--- src/rtl/mvu_dispatch_pkg.sv ---
// mvu_dispatch_pkg: MVU job descriptor layout and dispatcher FSM states.
`default_nettype none

package mvu_dispatch_pkg;

  localparam int BCNTDWN = 29;
  localparam int BPREC   = 6;
  localparam int BBWADDR = 9;
  localparam int BBDADDR = 15;
  // Lane index field; wide enough to carry out-of-range indices so they can be flagged.
  localparam int BMVU    = 4;

  typedef struct packed {
    logic [BMVU-1:0]    mvu;
    logic [BCNTDWN-1:0] countdown;
    logic [BPREC-1:0]   wprec;
    logic [BPREC-1:0]   iprec;
    logic [BPREC-1:0]   oprec;
    logic [BBWADDR-1:0] wbase;
    logic [BBDADDR-1:0] ibase;
    logic [BBDADDR-1:0] obase;
  } mvu_job_t;

  typedef enum logic [0:0] {IDLE, ISSUE} disp_state_e;

endpackage

`default_nettype wire

--- src/rtl/mvu_job_fifo.sv ---
// mvu_job_fifo: synchronous job descriptor FIFO with flush; flush overrides push and pop.
`default_nettype none

module mvu_job_fifo
  import mvu_dispatch_pkg::*;
#(
  parameter int DEPTH = 8
) (
  input  logic                     clk,
  input  logic                     rst,
  input  logic                     flush,
  input  logic                     push,
  input  mvu_job_t                 wdata,
  input  logic                     pop,
  output mvu_job_t                 rdata,
  output logic                     full,
  output logic                     empty,
  output logic [$clog2(DEPTH):0]   count
);

  localparam int AW = $clog2(DEPTH);

  mvu_job_t        mem [DEPTH];
  logic [AW-1:0]   wr_ptr;
  logic [AW-1:0]   rd_ptr;
  logic            do_push;
  logic            do_pop;

  assign full    = (count == (AW+1)'(DEPTH));
  assign empty   = (count == '0);
  assign do_push = push && !full && !flush;
  assign do_pop  = pop && !empty && !flush;
  assign rdata   = mem[rd_ptr];

  always_ff @(posedge clk) begin
    if (rst || flush) begin
      wr_ptr <= '0;
      rd_ptr <= '0;
      count  <= '0;
    end else begin
      if (do_push) wr_ptr <= wr_ptr + 1'b1;
      if (do_pop)  rd_ptr <= rd_ptr + 1'b1;
      case ({do_push, do_pop})
        2'b10:   count <= count + 1'b1;
        2'b01:   count <= count - 1'b1;
        default: count <= count;
      endcase
    end
  end

  always_ff @(posedge clk) begin
    if (do_push) mem[wr_ptr] <= wdata;
  end

endmodule

`default_nettype wire

--- src/rtl/mvu_job_dispatcher.sv ---
// mvu_job_dispatcher: in-order MVU job issue to NMVU lanes with busy/err tracking.
// Optional per-lane timeout enabled by defining MVU_DISPATCH_TIMEOUT_EN.
`default_nettype none

module mvu_job_dispatcher
  import mvu_dispatch_pkg::*;
#(
  parameter int NMVU     = 1,
  parameter int DEPTH    = 8,
  parameter int BCNTW    = 16,
  parameter int TOMARGIN = 64
) (
  input  logic                      clk,
  input  logic                      rst,
  input  logic                      job_valid,
  output logic                      job_ready,
  input  mvu_job_t                  job,
  input  logic                      flush,
  input  logic [NMVU-1:0]           done,
  output logic [NMVU-1:0]           start,
  output logic [NMVU*BCNTDWN-1:0]   countdown,
  output logic [NMVU*BPREC-1:0]     wprecision,
  output logic [NMVU*BPREC-1:0]     iprecision,
  output logic [NMVU*BPREC-1:0]     oprecision,
  output logic [NMVU*BBWADDR-1:0]   wbaseaddr,
  output logic [NMVU*BBDADDR-1:0]   ibaseaddr,
  output logic [NMVU*BBDADDR-1:0]   obaseaddr,
  output logic [NMVU-1:0]           busy,
  output logic [$clog2(DEPTH):0]    q_count,
  output logic [BCNTW-1:0]          jobs_done,
  output logic [NMVU-1:0]           err
);

  mvu_job_t    head;
  logic        q_full;
  logic        q_empty;
  logic        pop;
  logic        issue;
  logic        head_bad;
  logic        head_busy;
  logic [NMVU-1:0] done_ok;
  disp_state_e state;
  disp_state_e state_nxt;

  logic [BCNTDWN-1:0] cd_q [NMVU];
  logic [BPREC-1:0]   wp_q [NMVU];
  logic [BPREC-1:0]   ip_q [NMVU];
  logic [BPREC-1:0]   op_q [NMVU];
  logic [BBWADDR-1:0] wb_q [NMVU];
  logic [BBDADDR-1:0] ib_q [NMVU];
  logic [BBDADDR-1:0] ob_q [NMVU];

  mvu_job_fifo #(.DEPTH(DEPTH)) u_fifo (
    .clk   (clk),
    .rst   (rst),
    .flush (flush),
    .push  (job_valid),
    .wdata (job),
    .pop   (pop),
    .rdata (head),
    .full  (q_full),
    .empty (q_empty),
    .count (q_count)
  );

  assign job_ready = !q_full;
  assign head_bad  = (int'(head.mvu) >= NMVU);
  // A done coinciding with its own start pulse cannot belong to that job.
  assign done_ok   = done & busy & ~start;

  always_comb begin
    head_busy = 1'b0;
    for (int i = 0; i < NMVU; i++) begin
      if (head.mvu == BMVU'(i)) head_busy = busy[i];
    end
  end

  always_ff @(posedge clk) begin
    if (rst) state <= IDLE;
    else     state <= state_nxt;
  end

  always_comb begin
    state_nxt = state;
    pop       = 1'b0;
    issue     = 1'b0;
    case (state)
      IDLE: begin
        if (!q_empty && !flush && !head_busy) state_nxt = ISSUE;
      end
      ISSUE: begin
        state_nxt = IDLE;
        if (!flush) begin
          pop   = 1'b1;
          issue = 1'b1;
        end
      end
      default: state_nxt = IDLE;
    endcase
  end

`ifdef MVU_DISPATCH_TIMEOUT_EN
  localparam int TOW = BCNTDWN + 1;
  logic [TOW-1:0] to_cnt [NMVU];
`endif

  always_ff @(posedge clk) begin
    if (rst) begin
      start     <= '0;
      busy      <= '0;
      err       <= '0;
      jobs_done <= '0;
      for (int i = 0; i < NMVU; i++) begin
        cd_q[i] <= '0;
        wp_q[i] <= '0;
        ip_q[i] <= '0;
        op_q[i] <= '0;
        wb_q[i] <= '0;
        ib_q[i] <= '0;
        ob_q[i] <= '0;
`ifdef MVU_DISPATCH_TIMEOUT_EN
        to_cnt[i] <= '0;
`endif
      end
    end else begin
      start     <= '0;
      jobs_done <= jobs_done + BCNTW'($countones(done_ok));
      if (issue && head_bad) err[0] <= 1'b1;
      for (int i = 0; i < NMVU; i++) begin
        if (done[i] && !done_ok[i]) err[i] <= 1'b1;
        if (issue && head.mvu == BMVU'(i)) begin
          cd_q[i]  <= head.countdown;
          wp_q[i]  <= head.wprec;
          ip_q[i]  <= head.iprec;
          op_q[i]  <= head.oprec;
          wb_q[i]  <= head.wbase;
          ib_q[i]  <= head.ibase;
          ob_q[i]  <= head.obase;
          start[i] <= 1'b1;
          busy[i]  <= 1'b1;
`ifdef MVU_DISPATCH_TIMEOUT_EN
          to_cnt[i] <= TOW'(head.countdown) + TOW'(TOMARGIN);
`endif
        end else if (done_ok[i]) begin
          busy[i] <= 1'b0;
        end
`ifdef MVU_DISPATCH_TIMEOUT_EN
        else if (busy[i]) begin
          if (to_cnt[i] <= TOW'(1)) begin
            busy[i]   <= 1'b0;
            err[i]    <= 1'b1;
            to_cnt[i] <= '0;
          end else begin
            to_cnt[i] <= to_cnt[i] - 1'b1;
          end
        end
`endif
      end
    end
  end

  for (genvar g = 0; g < NMVU; g++) begin : g_lane
    assign countdown [g*BCNTDWN +: BCNTDWN] = cd_q[g];
    assign wprecision[g*BPREC   +: BPREC]   = wp_q[g];
    assign iprecision[g*BPREC   +: BPREC]   = ip_q[g];
    assign oprecision[g*BPREC   +: BPREC]   = op_q[g];
    assign wbaseaddr [g*BBWADDR +: BBWADDR] = wb_q[g];
    assign ibaseaddr [g*BBDADDR +: BBDADDR] = ib_q[g];
    assign obaseaddr [g*BBDADDR +: BBDADDR] = ob_q[g];
  end

endmodule

`default_nettype wire

--- config.mk ---
export PLATFORM = sky130hd
export DESIGN_NAME = mvu_job_dispatcher
export DESIGN_NICKNAME = d
export VERILOG_FILES = /design/src/rtl/mvu_dispatch_pkg.sv /design/src/rtl/mvu_job_fifo.sv /design/src/rtl/mvu_job_dispatcher.sv
export SDC_FILE = /design/constraint.sdc
export NUM_CORES = 1
export LEC_CHECK = 0
export CAP_MARGIN = 20
export CORE_MARGIN = 4
export CORE_UTILIZATION = 60
export CTS_BUF_LIST = sky130_fd_sc_hd__clkbuf_8
export DETAILED_ROUTE_END_ITERATION = 10
export HOLD_SLACK_MARGIN = 0.15
export PLACE_DENSITY = 0.92
export SYNTH_ARGS = -nofsm -noshare
export SYNTH_HDL_FRONTEND = slang
export SYNTH_HIERARCHICAL = 1
export SYNTH_SLANG_ARGS = --single-unit
--- constraint.sdc ---
create_clock -name clk -period 18.8 [get_ports clk]
set_clock_uncertainty 0.15 [all_clocks]
set_input_delay 2.82 -clock clk [delete_from_list [all_inputs] [get_ports clk]]
set_output_delay 2.82 -clock clk [all_outputs]
set_load 0.1 [all_outputs]
---- After elaboration in Yosys (flattened, before gate mapping) ----
Memory sizes are Yosys's and may differ from the RTL's. A register that Yosys moved wholly into a read port is not among the register bits.
Cells that the tools add are included.
word-level totals
  output and inout bits ................... 110
  memories kept ........................... 8
  bits in writable memories ............... 806
  bits of input ports ..................... 95
  register bits ........................... 30
  logic and storage cells ................. 89
memories
  memory       depth  width  rd ports  clocked after Yosys merged registers in  write ports  line                      source
  u_fifo.mem   8      90     1         1                                        1            mvu_job_fifo.sv:23        mvu_job_t mem [DEPTH];
  cd_q         1      29     1         0                                        1            mvu_job_dispatcher.sv:45  logic [BCNTDWN-1:0] cd_q [NMVU];
  ib_q         1      15     1         0                                        1            mvu_job_dispatcher.sv:50  logic [BBDADDR-1:0] ib_q [NMVU];
  ob_q         1      15     1         0                                        1            mvu_job_dispatcher.sv:51  logic [BBDADDR-1:0] ob_q [NMVU];
  wb_q         1      9      1         0                                        1            mvu_job_dispatcher.sv:49  logic [BBWADDR-1:0] wb_q [NMVU];
  ip_q         1      6      1         0                                        1            mvu_job_dispatcher.sv:47  logic [BPREC-1:0] ip_q [NMVU];
  +2 memories  -      -      -         -                                        -            -
operators by class
  equal/unequal tests ..................... 3
  mux-type cells .......................... 33
  magnitude comparators ................... 1
  reduce and logical (&&, ||, !) cells .... 27
  add/sub/neg operators ................... 5
  bitwise operators ....................... 4
operator list
  kind                                                  count
  2-to-1 mux 15 bit                                     2
  OR reduction 15 bit                                   2
  2-to-1 mux 29 bit                                     1
  OR reduction 29 bit                                   1
  2-to-1 mux 1 bit                                      22
  2-to-1 mux 6 bit                                      3
  OR reduction 6 bit                                    3
  adder 16 x 1 -> 16 bit                                1
  logical AND 1 bit                                     9
  2-to-1 mux 9 bit                                      1
  OR reduction 9 bit                                    1
  zero test 4 bit                                       2
  case mux 4 bit (2 select lines)                       1
  adder 3 x 1 -> 3 bit (second input constant)          2
  2-to-1 mux 3 bit                                      2
  nonzero test 2 bit                                    3
  zero test 1 bit                                       5
  adder 4 x 1 -> 4 bit (second input constant)          1
  equality test 4 bit (second input constant)           1
  >= comparator 4 x 1 -> 1 bit (second input constant)  1
  subtractor 4 x 1 -> 4 bit (second input constant)     1
  bitwise AND 1 bit                                     2
  equality test 2 x 1 -> 1 bit (second input constant)  1
  equality test 2 bit (second input constant)           1
  3 further kinds                                       4

---- Depth between registers and ports, before layout ----
Gate-level depths: netlist of the first run.
  word-level depth ........................ 8
  depth in mapped cells ................... 11
  mapped depth without buffers ............ 10

---- By module ----
Netlist of the first run, hierarchy kept.
modules (own cells, without submodules)
  module              sequential area each (µm²)  area an instance (µm²)  cells an instance  times used
  mvu_job_fifo        21,881.0                    27,662.8                1,120              1
  mvu_job_dispatcher  2,982.9                     4,102.7                 283                1

---- Worst setup path before layout of the first run ----
Ideal clock, no wire load.
  kind .................................... input port to flip-flop
  start point ............................. input port job_valid
  end point ............................... memory u_fifo/mem[0][0] (netlist bit), enable pin
  arrival ................................. 9,366 ps
  slack ................................... 8,635 ps
  buffers on the path ..................... 0
  library setup time ...................... 649 ps
  stages on the path ...................... 3
  data required time ...................... 18,001 ps
  cells stage by stage .................... nand2_1 -> or3_1 -> nor3_1
between the ends
  cells in the longest elaborated chain, start to end .. 4
RTL lines
  element                                 line                      source
  start, declared                         mvu_job_dispatcher.sv:15  input logic job_valid,
  logical AND 1 bit (2 in series)         mvu_job_fifo.sv:31        assign do_push = push && !full && !flush;
  2-to-1 mux 1 bit                        mvu_job_fifo.sv:52        if (do_push) mem[wr_ptr] <= wdata;
  2-to-1 mux 1 bit (implied by the code)  mvu_job_fifo.sv:52
  end, declared                           mvu_job_fifo.sv:23
No other way between the ends.

---- Worst setup path after layout of the first run ----
  start point ............................. register u_fifo.count[0]
  end point ............................... output port job_ready
between the ends
  cells in the longest elaborated chain, start to end .. 2
RTL lines
  element                 line                      source
  start, declared         mvu_job_fifo.sv:18        output logic [$clog2(DEPTH):0] count
  start signal, assigned  mvu_job_fifo.sv:44        2'b10: count <= count + 1'b1;
  start signal, assigned  mvu_job_fifo.sv:45        2'b01: count <= count - 1'b1;
  start signal, assigned  mvu_job_fifo.sv:46        default: count <= count;
  equality test 4 bit     mvu_job_fifo.sv:29        assign full = (count == (AW+1)'(DEPTH));
  via q_full              mvu_job_dispatcher.sv:35  logic q_full;
  zero test 1 bit         mvu_job_dispatcher.sv:66  assign job_ready = !q_full;
  end, declared           mvu_job_dispatcher.sv:16  output logic job_ready,
The timed path passes the listed nets, and every way through them passes these cells.

==> results of run 1 <==
==> through the flow <==
stage,hold WS [ns],area [um2]
after CTS,0.354,37000
after global placement,0.330,34600
after detailed placement,0.341,34600
final,0.354,37100
after floorplan,0.312,31800
after global routing,0.358,37100
==> flip-flops by register name, indices dropped and copies added (netlist names), named ones only <==
signal and count:
busy 1, cd_q 29, err 1, ib_q 15, ip_q 6, jobs_done 16, ob_q 15, op_q 6
start 1, state 1, u_fifo/count 4, u_fifo/mem 720, u_fifo/rd_ptr 3, u_fifo/wr_ptr 3, wb_q 9, wp_q 6
==> Yosys cell counts, types with 4 or more instances <==
cell type	count
nor2b_1	8
nor2_1	26
xor2_1	8
or4_1	5
mux4_2	180
buf_2	21
inv_1	6
o21ai_0	7
nor4_1	6
nand2_1	10
edfxtp_1	806
a21oi_1	12
mux2_2	94
and2_1	86
or3_1	5
nand4_1	4
o31ai_1	4
nand2b_1	4
dfxtp_1	33
nand3_1	8
buf_6	15
ha_1	8
clkbuf_1	27
==> cells in the final DEF, fill, tap and decap left out, drive strengths merged, types with 4 or more instances in the layout <==
cell           netlist  layout
edfxtp             806     806
clkdlybuf4s50        0     204
mux4               180     180
clkbuf              27     139
mux2                94      94
and2                86      86
inv                  6      57
dfxtp               33      33
buf                 38      31
clkinv               0      28
nor2                26      26
a21oi               12      12
nand2               10      10
clkinvlp             0      10
nor2b                8       8
nand3                8       8
xor2                 8       8
ha                   8       8
o21ai                7       7
diode                0       6
nor4                 6       6
or4                  6       6
or3                  5       5
nand4                4       4
o31ai                4       4
bufinv               0       4
nand2b               4       4
==> layer usage <==
metal / track usage [%] / share of wire [%] / vias to the layer above
met4: 8.30 / 2.4 / 12
met1: 31.9 / 39 / 7905
met3: 6.16 / 6.5 / 126
met5: 0 / 0.11 / -
met2: 38.4 / 52 / 615
li1: - / - / 6425
==> kinds of logic (layout without fill, tap and decap cells) <==
kind of cell             after synthesis  after routing  share of synthesized area [%]
buffers and inverters                 71            473                           1.28
AO/OA/AOI/OAI                         26             26                          0.500
adder cells (fa/ha/maj)                8              8                          0.315
AND/OR/NAND/NOR                      173            173                           3.20
flip-flops                           839            839                           78.3
multiplexers                         276            276                           16.2
other                                  0              6                              0
XOR/XNOR                              10             10                          0.276
==> area by class of cell <==
cell class / instances / area [um2] / area share [%]
antenna: 6 / 15.0 / 0.0405
clock buffer: 139 / 1910 / 5.15
clock inverter: 93 / 517 / 1.39
inverter: 6 / 22.5 / 0.0607
multi-input combinational: 493 / 6560 / 17.7
sequential: 839 / 24900 / 67.0
tap: 688 / 861 / 2.32
timing repair buffer: 235 / 2350 / 6.34
==> worst max-delay path by stage <==
stage	start	endpoint	slack (ns)	cells after the start
after floorplan	job_valid	u_fifo/mem[0][0]$_DFFE_PP_	8.63	3
after CTS	u_fifo/count[0]$_SDFFE_PP0P_	job_ready	12.81	4
after global routing	u_fifo/count[0]$_SDFFE_PP0P_	job_ready	12.78	4
after global placement	job_valid	u_fifo/mem[6][28]$_DFFE_PP_	12.38	6
final	u_fifo/count[0]$_SDFFE_PP0P_	job_ready	12.86	4
after detailed placement	job_valid	u_fifo/mem[6][21]$_DFFE_PP_	12.30	6
==> worst max-delay path: cells and delay by family, from the launching register on <==
| family | cells | cell delay, ns |
|---|---|---|
| and+or+nand+nor | 1 | 0.68 |
| DFF | 1 | 0.40 |
| buffers and inverters | 3 | 1.15 |
==> power groups by stage <==
stage	clock network [mW]	registers (mW)	logic (mW)
finish	1.41	2.07	0.141
global route	1.54	2.07	0.149
CTS	1.44	2.07	0.142
detailed placement	0	2.11	0.141
global placement	0	2.11	0.136
floorplan	0	2.17	0.0257
==> impl_metrics.yaml, run 1 <==
timing:
  slew_violations: 0
  period_share_pct: 31.6
  rsz0062_at_grt: "no"
  finalCriticalPeriod_ns: 5.94
  setup_viol: 0
  fin_ws_ns: 12.86
  worst_pin_slew_ns: 1.11
  fmax_ghz: 0.168
  tns_ns: 0
  hold_viol: 0
  maxSlewHeadroom_pct: 25.6
clocking:
  cts_root_buf: "clkbuf_8"
  clock_path_buffers: 3
  cts_resized: 0
  htree_levels: 4
  clock-sinks: 839
  cts_hold_buf: 0
  cts_tree: "yes"
  clk_pin_slew_worst_paths_ns: 0.06
  cts_buffers: 132
  post_cts_buffers: 0
  worst_skew_pair.late_latency_ns: 0.77
global_route:
  grt_start_max_net_pins: 73
  grtUsageTotal_pct: 23.7
  gr-total-overflow: 0
  antenna_found_initial: 10
  grt_pass1_wl_um: 100000
  grt_pass1_vias: 16300
routing:
  drc: 0
  num_vias: 15100
  antenna_left: 0
  first_pass_iters: 5
  vias_per_cell: 6.04
  post_drt_wl_per_cell_um: 26.2
  first_iter_violations: 1320
  drt-total-wl_um: 65400
critical_path:
  cpMostUsedCell: "inv_1"
  r2r-end: "ib_q[0][8]$_SDFFCE_PN0P_"
  cp-end-kind: "primary output"
  worstPathCellList: "or4b_1 > inv_1 > inv_1 > clkdlybuf4s50_1"
  cp.required_ns: 15.83
  slowest_delay_ns: 0.97
  cp.arrival_ns: 2.97
  reg2reg_depth: 9
  crit_path_start_kind: "register"
  slowest_stage: "clkdlybuf4s50_1"
  ff2ff_setup_slack_ns: 13.93
  worstPathMaxFanout: 8
  path_class: "register to primary output"
run:
  cap_violations: 0
final_layout:
  fillers: 2796
  final_util_pct: 70.8
  final_nets: 1810
  area_delta_synth_final_pct: 16.8
  layoutNonFillerInstCount: 2499
  final_layout_size_suffix_gt1_share_pct: 27.0
place:
  finalWeightedCongestion: 0.759
  pre_cts_slack_ns: 12.30
  hpwl_um: 36500
  dp.cells: 2257
  portBuffers: 204
power:
  p_leak_nw: 11.8
  clock_power_share_pct: 38.9
  p_total_mw: 3.63
  ir_drop_mv: 0.0772
  swShare_pct: 21.3
  seq_power_share_pct: 57.2
  p_comb_share_pct: 3.9
  intPower_mw: 2.85
  p_sw_uw: 774
  p_per_area_nw_per_um2: 97.7
hold_path:
  hold_path.class: "register to register"
  hold_depth: 2
  holdPathEnd: "state$_SDFF_PP0_"
  holdCritStartpoint: "state$_SDFF_PP0_"
yosys:
  synth_edf_count: 806
  synthesis.nets: 1506
  synth.area.top_cells: "edfxtp_1, mux4_2, mux2_2"
  ys_types: 38
  synth_top_area_cell: "edfxtp_1"
  yosysWarningCount: 6
  ys.flop_type: "edfxtp_1"
  ys_ff_latch: 839
  synth_area_per_cell_um2: 22.6
  ys_async_sr_fraction_pct: 0
  synthCells: 1403
  synth.top_cell.area_share_pct: 76.2
  ys_seq_area_share_pct: 78.3
  syn_area_um2: 31800
die:
  die_area_um2: 56700
  pin_count: 205
  fp.dieH_um: 238
  fp-row-count: 84
  core_um2: 52400
  die-width_um: 238
  start_util_pct: 60.6
status:
  outcome: "completed"
No activity file was read; power rests on OpenSTA's default activity.
==> inputs of run 2 (changes only) <==
Settings changed: CORE_UTILIZATION 60 to 55, PLACE_DENSITY 0.92 to 0.89.
Clock period 18.8 ns to 5.2 ns, I/O delays scaled along.
==> impl_metrics.yaml, run 2 (synthesized netlist as in run 1, its figures left out) <==
final_layout:
  regMostFlops: "u_fifo/mem"
  fillers: 3517
  final_util_pct: 65.4
  final_cell_mix: "edfxtp_1, clkdlybuf4s50_1, mux4_2"
  largest_reg_flops: 720
  area_delta_synth_final_pct: 17.1
  final_common_cell: "edfxtp_1"
  top_regs: "u_fifo/mem (720), cd_q (29), jobs_done (16)"
  final_layout_size_suffix_gt1_share_pct: 26.5
  final_nets: 1804
clocking:
  cts_buffers: 133
  clock-sinks: 839
  htree_levels: 4
  post_cts_buffers: 0
  cts_root_buf: "clkbuf_8"
  clk_pin_slew_worst_paths_ns: 0.06
  cts_hold_buf: 0
  cts_resized: 0
  cts_tree: "yes"
  worst_skew_pair.late_latency_ns: 0.78
  clock_path_buffers: 3
routing:
  first_pass_iters: 5
  drt-total-wl_um: 63900
  first_iter_violations: 1308
  drc: 0
  num_vias: 14900
  post_drt_wl_per_cell_um: 25.0
  vias_per_cell: 5.83
  antenna_left: 0
hold_path:
  hold_path.class: "register to register"
global_route:
  grt_pass1_vias: 15800
  grtUsageTotal_pct: 21.2
  grt_pass1_wl_um: 95800
  antenna_found_initial: 13
  grt_start_max_net_pins: 109
  gr-total-overflow: 0
die:
  fp-row-count: 87
  core_um2: 56800
  pin_count: 205
  start_util_pct: 55.9
  die_area_um2: 61700
  fp.dieH_um: 248
  die-width_um: 248
status:
  outcome: "completed"
timing:
  tns_ns: 0
  period_share_pct: 74.4
  fin_ws_ns: 1.33
  worst_pin_slew_ns: 1.16
  finalCriticalPeriod_ns: 3.87
  slew_violations: 0
  fmax_ghz: 0.258
  setup_viol: 0
  hold_viol: 0
  maxSlewHeadroom_pct: 22.2
  rsz0062_at_grt: "no"
critical_path:
  cp-end-kind: "primary output"
  slowest_delay_ns: 0.96
  path_buf_inv: 3
  cp.arrival_ns: 2.94
  cp.required_ns: 4.27
  crit_path_start_kind: "register"
  slowest_stage: "clkdlybuf4s50_1"
  crit_family: "buffers and inverters"
  worstPathCellList: "or4b_1 > inv_1 > inv_1 > clkdlybuf4s50_1"
  worstPathMaxFanout: 8
  path_class: "register to primary output"
  cpMostUsedCell: "inv_1"
power:
  p_leak_nw: 11.8
  ir_drop_mv: 0.290
  clock_power_share_pct: 39.5
  p_per_area_nw_per_um2: 356
  intPower_mw: 10.4
  p_sw_mw: 2.81
  swShare_pct: 21.2
  seq_power_share_pct: 56.7
  p_total_mw: 13.2
  p_comb_share_pct: 3.8
run:
  cap_violations: 0
place:
  portBuffers: 204
  finalWeightedCongestion: 0.766
  hpwl_um: 34400
  pre_cts_slack_ns: 1.37
==> run 2: cell count changes in the layout (fill, tap and decap cells not counted), moves of 2 or more <==
cell        change
inv_1           -9
nor3_4          +2
clkinv_2        -6
buf_12          +4
clkinvlp_4      -3
nor3_2          -2
buf_4           -7
clkbuf_8        +4
clkinv_1       +12
buf_16          -4
==> run 2: worst paths after layout <==
path | start | endpoint | slack [ns] | cells after the start
worst max-delay path | u_fifo/count[0]$_SDFFE_PP0P_ | job_ready | 1.33 | 4
worst min-delay path | u_fifo/rd_ptr[2]$_SDFFE_PP0P_ | register | 0.35 | 2
worst max register to register | register | ob_q[0][1]$_SDFFCE_PN0P_ | 1.41 | 6
worst min register to register | u_fifo/rd_ptr[2]$_SDFFE_PP0P_ | register | 0.35 | 2
==> run 2: area by class of cell <==
class	instances	area (um2)	area share (%)
Clock inverter	89	514	1.38
Antenna cell	5	12.5	0.0337
Tap cell	756	946	2.54
Multi-Input combinational cell	493	6570	17.7
Inverter	6	22.5	0.0606
Clock buffer	143	1970	5.29
Sequential cell	839	24900	66.9
Timing Repair Buffer	228	2270	6.11
==> run 2: tightest hold or removal path, delay by kind of cell (launching register included) <==
family	cells	cell delay, ns
flip-flops	1	0.32
XOR/XNOR	1	0.11
AND/OR/NAND/NOR	1	0.05
==> run 2: per-layer routing <==
layer  vias to the layer above  track usage, %  share of wire (%)
li1                       6405               -                  -
met4                        16            7.69                2.5
met5                         -               0               0.18
met3                       132            6.87                7.5
met2                       560            34.2                 50
met1                      7813            27.7                 40
==> run 2: power groups by stage <==
stage / logic, mW / clock network (mW) / registers, mW
after floorplan: 0.0933 / 0 / 7.82
after global placement: 0.487 / 0 / 7.64
after detailed placement: 0.504 / 0 / 7.64
after CTS: 0.505 / 5.35 / 7.50
after global routing: 0.527 / 5.70 / 7.50
final: 0.501 / 5.22 / 7.50
==> run 2: per-stage QoR <==
stage	area (um2)	hold WS [ns]	cells
global placement	34700	0.332	2322
detailed placement	34700	0.343	2322
finish	37200	0.352	2559
floorplan	31800	0.312	1403
CTS	37200	0.359	2554
global route	37200	0.391	2557
